**src/rtl/adder_sched_pkg.sv**
```systemverilog
// Shared types and defaults for the adder-sharing scheduler and its arbiter.
package adder_sched_pkg;

  typedef enum logic {
    IDLE = 1'b0,
    BUSY = 1'b1
  } state_e;

  localparam int DEF_WIDTH     = 32;
  localparam int DEF_NUM_REQ   = 4;
  localparam int DEF_MAX_WORDS = 4;

  // Index width for n items; never below one bit so ports stay legal at n=2.
  function automatic int id_width(input int n);
    return (n <= 2) ? 1 : $clog2(n);
  endfunction

endpackage

```
**src/rtl/adder_share_sched_rr_arbiter.sv**
```systemverilog
// Combinational round-robin arbiter: the first requester at or after i_ptr wins.
module rr_arbiter
  import adder_sched_pkg::*;
#(
  parameter int NUM_REQ = DEF_NUM_REQ,
  parameter int ID_W    = id_width(NUM_REQ)
) (
  input  logic [NUM_REQ-1:0] i_req,
  input  logic [ID_W-1:0]    i_ptr,
  output logic [NUM_REQ-1:0] o_grant,
  output logic [ID_W-1:0]    o_idx,
  output logic               o_valid
);

  always_comb begin
    int w_cand;
    // NOTE: every output gets a default first so no path through the block infers a latch.
    o_grant = '0;
    o_idx   = '0;
    o_valid = 1'b0;
    w_cand  = 0;
    // Walk from the farthest candidate back to i_ptr so the nearest one wins last.
    for (int k = NUM_REQ - 1; k >= 0; k--) begin
      w_cand = int'(i_ptr) + k;
      if (w_cand >= NUM_REQ) w_cand = w_cand - NUM_REQ;
      if (i_req[ID_W'(w_cand)]) begin
        o_grant                  = '0;
        o_grant[ID_W'(w_cand)]   = 1'b1;
        o_idx                    = ID_W'(w_cand);
        o_valid                  = 1'b1;
      end
    end
  end

endmodule

```
**src/rtl/adder_share_sched.sv**
```systemverilog
// Shares one external combinational adder among NUM_REQ requesters, locking it
// for a whole multi-word transaction and chaining carry between words.
module adder_share_sched
  import adder_sched_pkg::*;
#(
  parameter int NUM_REQ   = DEF_NUM_REQ,
  parameter int WIDTH     = DEF_WIDTH,
  parameter int MAX_WORDS = DEF_MAX_WORDS,
  parameter int ID_W      = id_width(NUM_REQ)
) (
  input  logic                       clk,
  input  logic                       global_resetn,
  input  logic [NUM_REQ-1:0]         req_valid,
  output logic [NUM_REQ-1:0]         req_ready,
  input  logic [NUM_REQ*WIDTH-1:0]   req_a,
  input  logic [NUM_REQ*WIDTH-1:0]   req_b,
  input  logic [NUM_REQ-1:0]         req_cin,
  input  logic [NUM_REQ-1:0]         req_last,
  output logic [WIDTH-1:0]           add_a,
  output logic [WIDTH-1:0]           add_b,
  output logic                       add_cin,
  input  logic [WIDTH-1:0]           add_sum,
  input  logic                       add_cout,
  output logic                       rsp_valid,
  input  logic                       rsp_ready,
  output logic [WIDTH-1:0]           rsp_sum,
  output logic                       rsp_cout,
  output logic [ID_W-1:0]            rsp_id,
  output logic                       rsp_last,
  output logic                       err_overrun
);

  localparam int CNT_W = id_width(MAX_WORDS);

  state_e             r_state;
  logic [ID_W-1:0]    r_grant;
  logic [NUM_REQ-1:0] r_grant_oh;
  logic [ID_W-1:0]    r_rr_ptr;
  logic               r_first_word;
  logic               r_carry;
  logic [CNT_W-1:0]   r_word_cnt;

  logic [NUM_REQ-1:0] w_arb_grant;
  logic [ID_W-1:0]    w_arb_idx;
  logic               w_arb_valid;
  logic               w_busy;
  logic               w_slot_free;
  logic               w_accept;
  logic               w_last_g;
  logic               w_final;

  rr_arbiter #(
    .NUM_REQ (NUM_REQ),
    .ID_W    (ID_W)
  ) u_arb (
    .i_req   (req_valid),
    .i_ptr   (r_rr_ptr),
    .o_grant (w_arb_grant),
    .o_idx   (w_arb_idx),
    .o_valid (w_arb_valid)
  );

  assign w_busy      = (r_state == BUSY);
  assign w_slot_free = !rsp_valid || rsp_ready;
  assign w_accept    = w_busy && req_valid[r_grant] && w_slot_free;
  assign w_last_g    = req_last[r_grant];
  // A transaction that never raises last is cut off at MAX_WORDS.
  assign w_final     = w_last_g || (r_word_cnt == CNT_W'(MAX_WORDS - 1));

  assign req_ready = r_grant_oh & {NUM_REQ{w_busy && w_slot_free}};

  // Operands are zeroed while idle so the shared adder sees no stray requester data.
  assign add_a   = w_busy ? req_a[r_grant*WIDTH +: WIDTH] : '0;
  assign add_b   = w_busy ? req_b[r_grant*WIDTH +: WIDTH] : '0;
  assign add_cin = w_busy && (r_first_word ? req_cin[r_grant] : r_carry);

  always_ff @(posedge clk or negedge global_resetn) begin
    if (!global_resetn) begin
      r_state      <= IDLE;
      r_grant      <= '0;
      r_grant_oh   <= '0;
      r_rr_ptr     <= '0;
      r_first_word <= 1'b1;
      r_carry      <= 1'b0;
      r_word_cnt   <= '0;
      rsp_valid    <= 1'b0;
      rsp_sum      <= '0;
      rsp_cout     <= 1'b0;
      rsp_id       <= '0;
      rsp_last     <= 1'b0;
      err_overrun  <= 1'b0;
    end else begin
      // NOTE: non-blocking assignments so every register here samples pre-edge values.
      err_overrun <= 1'b0;

      case (r_state)
        IDLE: begin
          if (w_arb_valid) begin
            r_grant      <= w_arb_idx;
            r_grant_oh   <= w_arb_grant;
            r_first_word <= 1'b1;
            r_word_cnt   <= '0;
            r_state      <= BUSY;
          end
        end
        BUSY: begin
          if (w_accept) begin
            r_carry      <= add_cout;
            r_first_word <= 1'b0;
            r_word_cnt   <= r_word_cnt + CNT_W'(1);
            if (w_final) begin
              r_rr_ptr    <= (r_grant == ID_W'(NUM_REQ - 1)) ? '0 : r_grant + ID_W'(1);
              r_state     <= IDLE;
              err_overrun <= !w_last_g;
            end
          end
        end
        default: r_state <= IDLE;
      endcase

      // Response register: a new word overwrites, otherwise a handshake drains it.
      if (w_accept) begin
        rsp_valid <= 1'b1;
        rsp_sum   <= add_sum;
        rsp_cout  <= add_cout;
        rsp_id    <= r_grant;
        rsp_last  <= w_final;
      end else if (rsp_ready) begin
        rsp_valid <= 1'b0;
      end
    end
  end

endmodule

```
**config.mk**
```make
export PLATFORM = sky130hd
export DESIGN_NAME = adder_share_sched
export DESIGN_NICKNAME = d
export VERILOG_FILES = /design/src/rtl/adder_sched_pkg.sv /design/src/rtl/adder_share_sched_rr_arbiter.sv /design/src/rtl/adder_share_sched.sv
export SDC_FILE = /design/constraint.sdc
export NUM_CORES = 1
export LEC_CHECK = 0
export CELL_PAD_IN_SITES_DETAIL_PLACEMENT = 1
export CELL_PAD_IN_SITES_GLOBAL_PLACEMENT = 1
export CORE_AREA = 5 5 158 160
export CTS_CLUSTER_SIZE = 40
export DETAILED_ROUTE_END_ITERATION = 7
export DIE_AREA = 0 0 163 165
export MAX_ROUTING_LAYER = met4
export PLACE_DENSITY_LB_ADDON = 0.1
export SKIP_CTS_REPAIR_TIMING = 1
export SYNTH_ARGS = -nofsm -noshare
export SYNTH_HDL_FRONTEND = slang
export SYNTH_SLANG_ARGS = --single-unit
```
**constraint.sdc**
```tcl
create_clock -name clk -period 2.64 [get_ports clk]
set_input_delay 0.66 -clock clk [delete_from_list [all_inputs] [get_ports clk]]
set_output_delay 0.66 -clock clk [all_outputs]
set_load 0.01 [all_outputs]
```
==> impl_metrics.csv <==
group,metric,value,unit
clock_network,clock_path_buffers,2,
clock_network,cts.sinks,51,
floorplanning,dieArea,0.0269,mm2
setup_path,cpLargestDelayFamily,"buffers and inverters",
setup_path,crit_arrival,2.18,ns
synthesis,yosys_warnings,0,
clock_network,clk_latency,0.29,ns
synthesis,synth_ff_type,"dfrtp_1",
sta,final_hold_viol_count,0,
global_routing,grt_max_degree,37,
setup_path,cp-start-kind,"input pin",
cells_and_area,fin_nets,1086,
drt,via_count,4914,
run_status,failed_checks,"negative setup slack",
run_status,status,"finished, violations left",
global_routing,grt_pass1_vias,5459,
power_and_ir_drop,finalPower,9.22,mW
power_and_ir_drop,swShare,37.8,%
place,place.detailed.hpwl,23600,um
setup_path,worstReg2RegEnd,"rsp_sum[29]",
floorplanning,io_pins,411,
drt,drc,0,
setup_path,crit_end,"add_a[10]",
setup_path,reg2reg_depth,5,
cells_and_area,fin_area,0.00956,mm2
sta,rsz0062_at_grt,"true",
global_routing,grt_use_total,19.9,%
setup_path,cp.required,1.98,ns
power_and_ir_drop,irDropWorstVdd,0.484,mV
sta,setup_ws,-0.195,ns
setup_path,path_depth,4,
setup_path,startpoint,"req_a[106]",
synthesis,avgSynthCellArea,13.1,um2
clock_network,cts_buffers,5,
place,placed_area,0.00919,mm2
setup_path,cp-end-kind,"output pin",
synthesis,synth_seq_area_share,28.4,%
drt,firstDrtPassIters,4,
drt,drtIter0Drc,164,
cells_and_area,final_util,41.1,%
synthesis,synthArstFlopShare,100,%
setup_path,slowest_stage,"clkdlybuf4s50_1",
drt,routed_wl,28000,um
place,gp_congestion,0.920,
cells_and_area,fillers,2495,
global_routing,antenna_found_initial,4,
sta,relSlewSlack,46.1,%
clock_network,cts_tree,"done",
sta,post-route-period-util,107,%
setup_path,path_max_fanout,1,
sta,period_needed,2.84,ns
clock_network,clock_tree.root_cell,"clkbuf_16",
sta,drv_slew,0,
power_and_ir_drop,p_leak,4.14,nW
cells_and_area,synthToLayoutAreaGrowth,113,%
job,drv_cap,0,
synthesis,netlist_area,0.00449,mm2
drt,wl_per_cell,25.5,um
synthesis,synth.distinct_cells,41,
floorplanning,fp-row-count,56,
setup_path,worstPathCellList,"clkdlybuf4s50_1, mux4_2, and2_1, clkdlybuf4s50_1",
floorplanning,core,0.0233,mm2
global_routing,grt_overflow,0,
synthesis,syn_nets,656,
setup_path,worstPathBufferInverterCount,2,
synthesis,synth-seq-cells,51,
floorplanning,die_h,165,um
hold_path,hp-class,"input pin to asynchronous set/reset pin",
setup_path,cp_common_cell,"clkdlybuf4s50_1",
clock_network,cts_max_level,2,
place,place.port_buffers,410,
power_and_ir_drop,combPwrFrac,77.5,%
power_and_ir_drop,power.density,964,mW/mm2
power_and_ir_drop,seqPwrFrac,15.6,%
floorplanning,die_w,163,um
sta,tightestPinTransition,0.805,ns
clock_network,clkSlewWorstSetupHoldPaths,0.07,ns
drt,vias_per_cell,4.48,
power_and_ir_drop,pwr-share-clk,6.8,%
sta,setup_viol,11,
cells_and_area,drive_gt1_share,27.6,%
power_and_ir_drop,intPower,5.73,mW
drt,ant_nets,0,
setup_path,reg2reg_slack,0.54,ns
setup_path,timing.rr.start,"r_grant[0]",
sta,max_freq,353,MHz
setup_path,worstSetupPathType,"input pin to output pin",
sta,whs,0.297,ns
sta,worst_clock_skew,0.00753,ns
power_and_ir_drop,switchingPower,3.48,mW
synthesis,synth-edff-count,0,
synthesis,synthCells,342,
floorplanning,start_util,19.3,%
global_routing,grt_pass1_wl,38200,um
setup_path,crit_path_max_incr_delay,0.49,ns
[kinds of logic after synthesis]
family | Yosys count | synth area share (%)
multiplexers | 110 | 45.2
AND/OR/NAND/NOR | 98 | 13.6
flip-flops | 51 | 28.4
buffers and inverters | 40 | 4.15
AO/OA/AOI/OAI | 32 | 5.71
adder cells (fa/ha/maj) | 10 | 2.79
XOR/XNOR | 1 | 0.195
[worst min path at each step]
stage	startpoint	to
3_3_place_gp	rsp_last	rsp_last
6_report	global_resetn	r_grant_oh[1]
3_5_place_dp	rsp_last	rsp_last
5_1_grt	global_resetn	r_grant_oh[1]
4_1_cts	global_resetn	r_grant_oh[1]
2_1_floorplan	global_resetn	err_overrun
[layout make-up]
class / instances / area, um2 / share of cell area (%)
repair buffers: 457 / 4660 / 48.7
multi-input cells: 251 / 3050 / 31.9
flip-flops and latches: 51 / 1280 / 13.4
well taps: 319 / 399 / 4.18
clock buffers: 7 / 133 / 1.39
inverters: 6 / 22.5 / 0.236
diodes: 6 / 15.0 / 0.157
clock inverters: 1 / 5.00 / 0.0524
[cell usage in the layout (no fill, tap or decap), drive strengths merged, types with 4 or more instances in the layout]
master / n
a21oi: 6
clkbuf: 28
inv: 6
and3: 4
dlymetal6s2s: 45
clkdlybuf4s50: 334
diode: 6
nor2: 11
o211ai: 4
mux4: 70
and2: 64
a221oi: 6
ha: 10
dfrtp: 50
buf: 57
mux2: 38
[synthesized netlist by cell type (all sizes together) (3+ instances only)]
cell / n / area share [%]
buf: 19 / 2.4
o211ai: 4 / 0.67
nand2b: 3 / 0.42
a21oi: 6 / 0.67
mux2: 38 / 9.5
and2: 64 / 8.9
mux4: 70 / 35
nor2: 11 / 0.92
inv: 6 / 0.50
ha: 10 / 2.8
a21boi: 3 / 0.50
nand2: 3 / 0.25
nand3b: 3 / 0.50
dfrtp: 50 / 28
a221oi: 6 / 1.7
and3: 4 / 0.56
o21ai: 3 / 0.33
clkbuf: 15 / 1.3
[sequential cells by signal, summed over array words and instances, names as in the netlist]
register and flops:
rsp_sum 32, r_grant_oh 4, r_grant 2, r_rr_ptr 2, r_word_cnt 2, rsp_id 2
err_overrun 1, r_carry 1, r_first_word 1, r_state 1, rsp_cout 1, rsp_last 1
rsp_valid 1
[power groups by stage]
stage | Clock [mW] | Sequential (mW) | Combinational [mW]
after floorplan | 0 | 1.53 | 3.43
after CTS | 0.659 | 1.49 | 7.17
after detailed placement | 0 | 1.49 | 7.14
after global placement | 0 | 1.48 | 7.07
final | 0.631 | 1.44 | 7.15
after global routing | 0.701 | 1.50 | 7.67
[stage by stage]
stage | worst slack, ns | std cells | TNS [ns]
floorplan | 0.264 | 342 | 0
global placement | -0.386 | 1065 | -15.13
detailed placement | -0.394 | 1065 | -16.01
CTS | -0.410 | 1073 | -21.15
global route | -0.286 | 1096 | -2.34
finish | -0.195 | 1098 | -1.17
[layer usage]
layer | share of wire (%) | global-route usage [%] | vias up
met5 | 0 | - | -
met4 | 1.4 | 3.66 | 0
met3 | 9.8 | 8.16 | 27
met2 | 53 | 36.0 | 213
met1 | 36 | 20.6 | 2476
li1 | - | - | 2198
Note: power is estimated with default switching activity, not from simulation.
